==> src/rtl/bin_to_bcd_fmt.sv <==
`default_nettype none
// +----------------------------------------------------------------------------+
// | bin_to_bcd_fmt                                                             |
// | Sequential signed binary to 7-segment digit-code converter (double dabble) |
// | Option macro: BCD_ZERO_BLANK_EN (leading-zero blanking, adjacent minus)    |
// | Revision: 1.0                                                              |
// +----------------------------------------------------------------------------+
module bin_to_bcd_fmt #(
    parameter int WIDTH  = 16,
    parameter int DIGITS = 8
) (
    input  logic                  clock,
    input  logic                  reset,
    input  logic                  start,
    input  logic [WIDTH-1:0]      value,
    output logic                  busy,
    output logic                  done,
    output logic [4*DIGITS-1:0]   digits
);

    localparam int                 C_BCD_W    = 4 * DIGITS;
    localparam int                 C_CNT_W    = $clog2(WIDTH + 1);
    localparam logic [C_CNT_W-1:0] C_CNT_LOAD = C_CNT_W'(WIDTH);
    localparam logic [C_CNT_W-1:0] C_CNT_ONE  = C_CNT_W'(1);
    localparam logic [3:0]         C_MINUS    = 4'hA;
    localparam logic [3:0]         C_BLANK    = 4'hB;

    typedef enum logic [1:0] {
        S_IDLE   = 2'd0,
        S_SHIFT  = 2'd1,
        S_FORMAT = 2'd2
    } state_t;

    state_t               state_q, state_d;
    logic                 sign_q, sign_d;
    logic [WIDTH-1:0]     mag_q, mag_d;
    logic [C_BCD_W-1:0]   bcd_q, bcd_d;
    logic [C_CNT_W-1:0]   cnt_q, cnt_d;
    logic [C_BCD_W-1:0]   digits_q, digits_d;
    logic                 done_q, done_d;

    logic [C_BCD_W-1:0]   w_bcd_adj;
    logic [C_BCD_W-1:0]   w_fmt;

    // Add-3 correction on every nibble before the shift.
    for (genvar k = 0; k < DIGITS; k++) begin : g_add3
        assign w_bcd_adj[4*k +: 4] = (bcd_q[4*k +: 4] >= 4'd5) ?
                                     (bcd_q[4*k +: 4] + 4'd3) : bcd_q[4*k +: 4];
    end

`ifdef BCD_ZERO_BLANK_EN
    int w_msd;

    always_comb begin
        w_msd = 0;
        for (int k = 1; k < DIGITS; k++) begin
            if (bcd_q[4*k +: 4] != 4'd0) begin
                w_msd = k;
            end
        end
        w_fmt = '0;
        for (int k = 0; k < DIGITS; k++) begin
            if (k <= w_msd) begin
                w_fmt[4*k +: 4] = bcd_q[4*k +: 4];
            end else if (sign_q && (k == w_msd + 1)) begin
                w_fmt[4*k +: 4] = C_MINUS;
            end else begin
                w_fmt[4*k +: 4] = C_BLANK;
            end
        end
    end
`else
    // Fixed-width display: the top position is reserved for the sign.
    always_comb begin
        w_fmt = {(sign_q ? C_MINUS : C_BLANK), bcd_q[C_BCD_W-5:0]};
    end
`endif

    always_comb begin
        state_d  = state_q;
        sign_d   = sign_q;
        mag_d    = mag_q;
        bcd_d    = bcd_q;
        cnt_d    = cnt_q;
        digits_d = digits_q;
        done_d   = 1'b0;
        unique case (state_q)
            S_IDLE: begin
                if (start) begin
                    sign_d  = value[WIDTH-1];
                    // Most negative input wraps to 2^(WIDTH-1), which is the correct unsigned magnitude.
                    mag_d   = value[WIDTH-1] ? (-value) : value;
                    bcd_d   = '0;
                    cnt_d   = C_CNT_LOAD;
                    state_d = S_SHIFT;
                end
            end
            S_SHIFT: begin
                {bcd_d, mag_d} = {w_bcd_adj[C_BCD_W-2:0], mag_q, 1'b0};
                cnt_d          = cnt_q - C_CNT_ONE;
                if (cnt_q == C_CNT_ONE) begin
                    state_d = S_FORMAT;
                end
            end
            S_FORMAT: begin
                digits_d = w_fmt;
                done_d   = 1'b1;
                state_d  = S_IDLE;
            end
            default: begin
                state_d = S_IDLE;
            end
        endcase
    end

    always_ff @(posedge clock) begin
        if (reset) begin
            state_q  <= S_IDLE;
            sign_q   <= 1'b0;
            mag_q    <= '0;
            bcd_q    <= '0;
            cnt_q    <= '0;
            digits_q <= {DIGITS{C_BLANK}};
            done_q   <= 1'b0;
        end else begin
            state_q  <= state_d;
            sign_q   <= sign_d;
            mag_q    <= mag_d;
            bcd_q    <= bcd_d;
            cnt_q    <= cnt_d;
            digits_q <= digits_d;
            done_q   <= done_d;
        end
    end

    assign busy   = (state_q != S_IDLE);
    assign done   = done_q;
    assign digits = digits_q;

endmodule
`default_nettype wire

==> config.mk <==
export PLATFORM = sky130hd
export DESIGN_NAME = bin_to_bcd_fmt
export DESIGN_NICKNAME = d
export VERILOG_FILES = /design/src/rtl/bin_to_bcd_fmt.sv
export SDC_FILE = /design/constraint.sdc
export NUM_CORES = 1
export LEC_CHECK = 0
export ABC_AREA = 1
export CORE_ASPECT_RATIO = 1.5
export CORE_UTILIZATION = 50
export CTS_BUF_LIST = sky130_fd_sc_hd__clkbuf_8
export CTS_CLUSTER_SIZE = 24
export DETAILED_ROUTE_END_ITERATION = 16
export GPL_TIMING_DRIVEN = 0
export PLACE_DENSITY = 0.73
export SLEW_MARGIN = 25
export SYNTH_ARGS = -nofsm -noshare
export SYNTH_HDL_FRONTEND = slang
export SYNTH_SLANG_ARGS = --single-unit
==> constraint.sdc <==
create_clock -name clock -period 4 [get_ports clock]
set_input_delay 0.6 -clock clock [delete_from_list [all_inputs] [get_ports clock]]
set_output_delay 0.6 -clock clock [all_outputs]
set_load 0.01 [all_outputs]
==> metrics.txt, run 1 <==
PD cells=335 nW/µm²; grt ovf=0; TritonCTS Buffers=9; Seq/Total Area, Yosys=0.407; Crit Path Class=register to output pin; Synth Warn #=0; hold_buf cts=0; most common cell in the netlist=nand2_1; Slew HR=0.614; CP arrival=1.45 ns; Core Area=7710 µm²; drt total wl=9.49 mm; xor/xnor cell area share of the yosys netlist=0.0130; DP Wirelength=7.12 mm; #FFs+latches synth=82; DIE AREA=8440 µm²; # port buffers=48; root buf cell=clkbuf_8; part of the power in the clock network=0.331; area grow syn2layout=19.4%; status=finished clean; Starting Density=0.523; num rows=39; setup TNS=0 ns; layout cells sized above 1=0.0640; n_diodes=0; Int Power=0.00118 W; fin crit share=0.512; Compound-Gate Fraction of Synth Area=0.199; via/cell ratio=5.28; post-CTS sizing=0; Post-route DRC=0; Sw Ratio=0.268; startpoint types=register; cell leakage power=1.94 nW; ys async rst share=0; mux share of post-synthesis cell area=0; Max clock buf depth=2; post-synthesis cell area=4030 µm²; GP Congestion=0.822; Worst-Skew Late Latency=0.36 ns; NumNets Final=641; Main synth FF type=dfxtp_1; clk_skew=0.00946 ns; launch point of the worst path=state_q[1]; synth cell count leaders=nand2_1, dfxtp_1, inv_1; Avg Cell Area, Syn=7.40 µm²; adder-cell area share of the yosys netlist=0.0527; largest net degree at the start of global routing=13; RSZ-0062 raised after global routing=no; Clock Sinks=82; fmax=489 MHz; # IOs=53; Antenna Nets Post-Route=0; Slew Limit Fails=0; worst path required time=3.40 ns; # Max-Cap Violations=0; first-pass GRT wire length=15.8 mm; DIE WIDTH=75.3 µm; First-pass DRT Iterations=4; GRT Overall Usage=0.247; synth unique cells=32; via count=3755; Reg power frac=0.532; Syn Inst Count=545; Synth top area share=0.407; HP Class=register to register; R2R setup slack=2.44 ns; R2R Path End=digits[25]; R2R Path Start=state_q[1]; vias in the first global route=3521; top area cells in the synthesized netlist=dfxtp_1, nand2_1, a21oi_1; die outline height=112 µm; postcts setup bufs=0; Logic pwr share=0.137; crit-path max FO=3; EDFF count, synth=0; Overall Power=0.00161 W; Simple-Gate Fraction of Synth Area=0.222; worst slew pin tran=0.578 ns; area leader, netlist=dfxtp_1; setup violators final=0; WHS Endpoint=digits[28]; largest family of logic cells by synthesized area=simple AND/OR/NAND/NOR gates; H-tree depth=3; reg2reg path depth=6; Max rail drop VDD=0.000190 V; TritonCTS clock tree=done; worst hold path startpoint=sign_q; DR iter-0 viols=277; per-cell routed wire length=13.3 µm; Final Hold Fails=0; antenna violations before repair=0; critical path capture point type=output pin; CTS clk-pin slew, worst paths=0.08 ns; Switch Pwr=0.000432 W; post-layout minimum cycle time=2.05 ns; Min-Delay Path Depth=1
## power groups by stage
stage / clock network, W / logic (W) / registers [W]
floorplan: 0 / 0.000142 / 0.000875
global placement: 0 / 0.000218 / 0.000875
detailed placement: 0 / 0.000220 / 0.000876
CTS: 0.000540 / 0.000221 / 0.000857
global route: 0.000582 / 0.000244 / 0.000860
finish: 0.000533 / 0.000221 / 0.000857
## routing by layer
layer | routed length (µm) | up-vias | track usage | part of all wire
li1 | - | 1926 | - | -
met1 | 3790 | 1710 | 0.268 | 0.40
met2 | 5040 | 98 | 0.443 | 0.53
met3 | 393 | 21 | 0.0552 | 0.041
met4 | 267 | 0 | 0.101 | 0.028
met5 | 0 | - | 0 | 0
## worst max-delay path by stage
stage                            to  slack, ns  cells past startpoint
after floorplan           mag_q[10]       2.38                      8
final                          busy       1.95                      3
after global routing           busy       1.88                      3
after CTS                      busy       1.93                      3
after global placement    mag_q[14]       1.69                     10
after detailed placement  mag_q[10]       1.66                      9
## area by class of cell
cell class	count	area [µm²]
tap	102	128
clock buffer	11	151
timing repair buffer	48	480
fill	760	2900
inverter	67	254
buffer	29	166
clock inverter	4	18.8
sequential	82	1640
multi-input combinational	368	1970
## stage by stage
stage / util / cells / hold slack [ns] / instance area (µm²) / setup WS (ns)
5_1_grt: 0.624 / 711 / 0.457 / 4810 / 1.88
4_1_cts: 0.624 / 711 / 0.438 / 4810 / 1.93
3_5_place_dp: 0.602 / 696 / 0.421 / 4640 / 1.66
2_1_floorplan: - / 546 / 0.411 / 4040 / 2.38
3_3_place_gp: 0.602 / 696 / 0.421 / 4640 / 1.69
6_report: 0.624 / 711 / 0.438 / 4810 / 1.95
## flip-flops by register name, summed over array words and instances, names as in the netlist
name,flops
cnt_q,5
digits,29
mag_q,16
bcd_q,28
state_q,2
sign_q,1
done,1
## cell families (layout without fill, tap and decap cells)
logic type / after synthesis / after routing
simple gates: 203 / 203
buf+inv: 96 / 159
xor+xnor: 6 / 6
compound gates: 139 / 139
other cells: 2 / 3
fa+ha+maj: 17 / 17
flops: 82 / 82
## critical path: stages, from the launching register on
cell	delay (ns)
dfxtp_1	0.38
inv_1	0.12
nand2_1	0.07
clkdlybuf4s50_1	0.52
## layout by cell type (no fill, tap or decap), drive strengths merged
| master | Yosys | layout |
|---|---|---|
| nand2 | 109 | 109 |
| nor3 | 6 | 6 |
| o31ai | 1 | 1 |
| clkinv | 0 | 3 |
| dfxtp | 82 | 82 |
| nor2 | 34 | 34 |
| inv | 67 | 68 |
| ha | 17 | 17 |
| conb | 2 | 3 |
| nand3 | 50 | 50 |
| a22oi | 12 | 12 |
| xor2 | 6 | 6 |
| o211ai | 24 | 24 |
| o21ai | 35 | 35 |
| clkdlybuf4s50 | 0 | 48 |
| nand3b | 1 | 1 |
| a21oi | 60 | 60 |
| o32ai | 1 | 1 |
| nand4 | 3 | 3 |
| clkbuf | 14 | 25 |
| buf | 15 | 15 |
| a31oi | 5 | 5 |
| a21o | 1 | 1 |
Power figures use the tool's default switching activity.
==> run 2: changes to the inputs <==
--- a/config.mk
+++ b/config.mk
@@ -12,7 +12,7 @@
 export CTS_CLUSTER_SIZE = 24
 export DETAILED_ROUTE_END_ITERATION = 16
 export GPL_TIMING_DRIVEN = 0
-export PLACE_DENSITY = 0.73
+export PLACE_DENSITY = 0.76
 export SLEW_MARGIN = 25
 export SYNTH_ARGS = -nofsm -noshare
 export SYNTH_HDL_FRONTEND = slang
==> constraint.sdc (replaced) <==
create_clock -name clock -period 1.8 [get_ports clock]
set_input_delay 0.27 -clock clock [delete_from_list [all_inputs] [get_ports clock]]
set_output_delay 0.27 -clock clock [all_outputs]
set_load 0.01 [all_outputs]
==> metrics.txt, run 2 (synthesis results as in run 1) <==
H-tree depth=3; first-pass GRT wire length=15.8 mm; Overall Power=0.00372 W; GRT Overall Usage=0.247; Slew Limit Fails=0; drt total wl=9.47 mm; critical path capture point type=output pin; Max rail drop VDD=0.000399 V; largest net degree at the start of global routing=13; launch point of the worst path=state_q[1]; GP Congestion=0.823; layout cells sized above 1=0.0623; fillcell total=753; grt ovf=0; n_diodes=0; CTS clk-pin slew, worst paths=0.08 ns; DR iter-0 viols=208; Max clock buf depth=2; status=finished clean; postcts setup bufs=0; Starting Density=0.523; crit-path max FO=3; vias in the first global route=3498; post-CTS sizing=0; TritonCTS Buffers=9; fmax=585 MHz; Hold WS=0.442 ns; setup violators final=0; R2R Path Start=state_q[1]; clk_skew=0.0101 ns; Post-route DRC=0; post-layout minimum cycle time=1.71 ns; worst path required time=1.53 ns; Core Area=7710 µm²; num rows=39; Final Hold Fails=0; die outline height=112 µm; area grow syn2layout=20.1%; worst hold path startpoint=sign_q; Crit Path Class=register to output pin; via/cell ratio=5.26; most common cell after layout, fill and taps aside=nand2_1; # port buffers=48; PD cells=767 nW/µm²; antenna violations before repair=0; number of flip-flops in the largest register=29; # IOs=53; DIE WIDTH=75.3 µm; reg2reg path depth=6; Worst-Skew Late Latency=0.35 ns; startpoint types=register; # Max-Cap Violations=0; commonest non-fill, non-tap cells in the layout=nand2_1, dfxtp_1, inv_1; CP arrival=1.44 ns; Min-Delay Path Depth=1; worst slew pin tran=0.561 ns; NumNets Final=641; Slew HR=0.626; Clock Sinks=82; RSZ-0062 raised after global routing=no; TritonCTS clock tree=done; hold_buf cts=0; cell leakage power=1.96 nW; DIE AREA=8440 µm²; First-pass DRT Iterations=4; per-cell routed wire length=13.3 µm; fin crit share=0.950; HP Class=register to register; root buf cell=clkbuf_8; Antenna Nets Post-Route=0; via count=3746; DP Wirelength=7.09 mm
[run 2: cell count changes in the layout (fill, tap and decap cells not counted), sizes merged]
cell / change
inv: +2
clkinv: -2
bufinv: +1
[run 2: critical path: stages, from the launching register on]
cell	delay, ns
dfxtp_1	0.38
inv_1	0.12
nand2_1	0.07
clkdlybuf4s50_1	0.53
[run 2: per-layer routing]
layer / vias to the layer above / global-route usage / wire length [µm]
met5: - / 0 / 0
met4: 0 / 0.0963 / 173
met3: 12 / 0.0299 / 301
met2: 77 / 0.458 / 5250
met1: 1719 / 0.272 / 3750
li1: 1938 / - / -
[run 2: layout make-up]
cell class                      count  area (µm²)  area share
Timing Repair Buffer               48         480      0.0992
Tap cell                          102         128      0.0264
Inverter                           67         254      0.0525
Clock buffer                       11         151      0.0313
Buffer                             29         166      0.0344
Clock inverter                      5        46.3     0.00956
Sequential cell                    82        1640       0.339
Multi-Input combinational cell    368        1970       0.408
[run 2: path summary, 6_finish.rpt]
kind / to / slack, ns
min: digits[28] / 0.44
min reg2reg: digits[28] / 0.44
max reg2reg: digits[25] / 0.21
max: busy / 0.09
[run 2: power breakdown]
part,switching (W),leakage [nW],internal [W]
Sequential,0.0000336,0.666,0.00187
Clock,0.000623,0.113,0.000700
Combinational,0.000295,1.18,0.000192
Total,0.000951,1.96,0.00276
[run 2: metrics by stage]
stage                     worst slack, ns  TNS [ns]  utilization  std cells  cell area, µm²
after detailed placement           -0.222    -0.911        0.602        696            4640
after global placement             -0.194    -0.707        0.602        696            4640
after floorplan                     0.513         0            -        546            4040
after CTS                          0.0676         0        0.628        712            4840
after global routing              0.00529         0        0.628        712            4840
final                              0.0895         0        0.628        712            4840
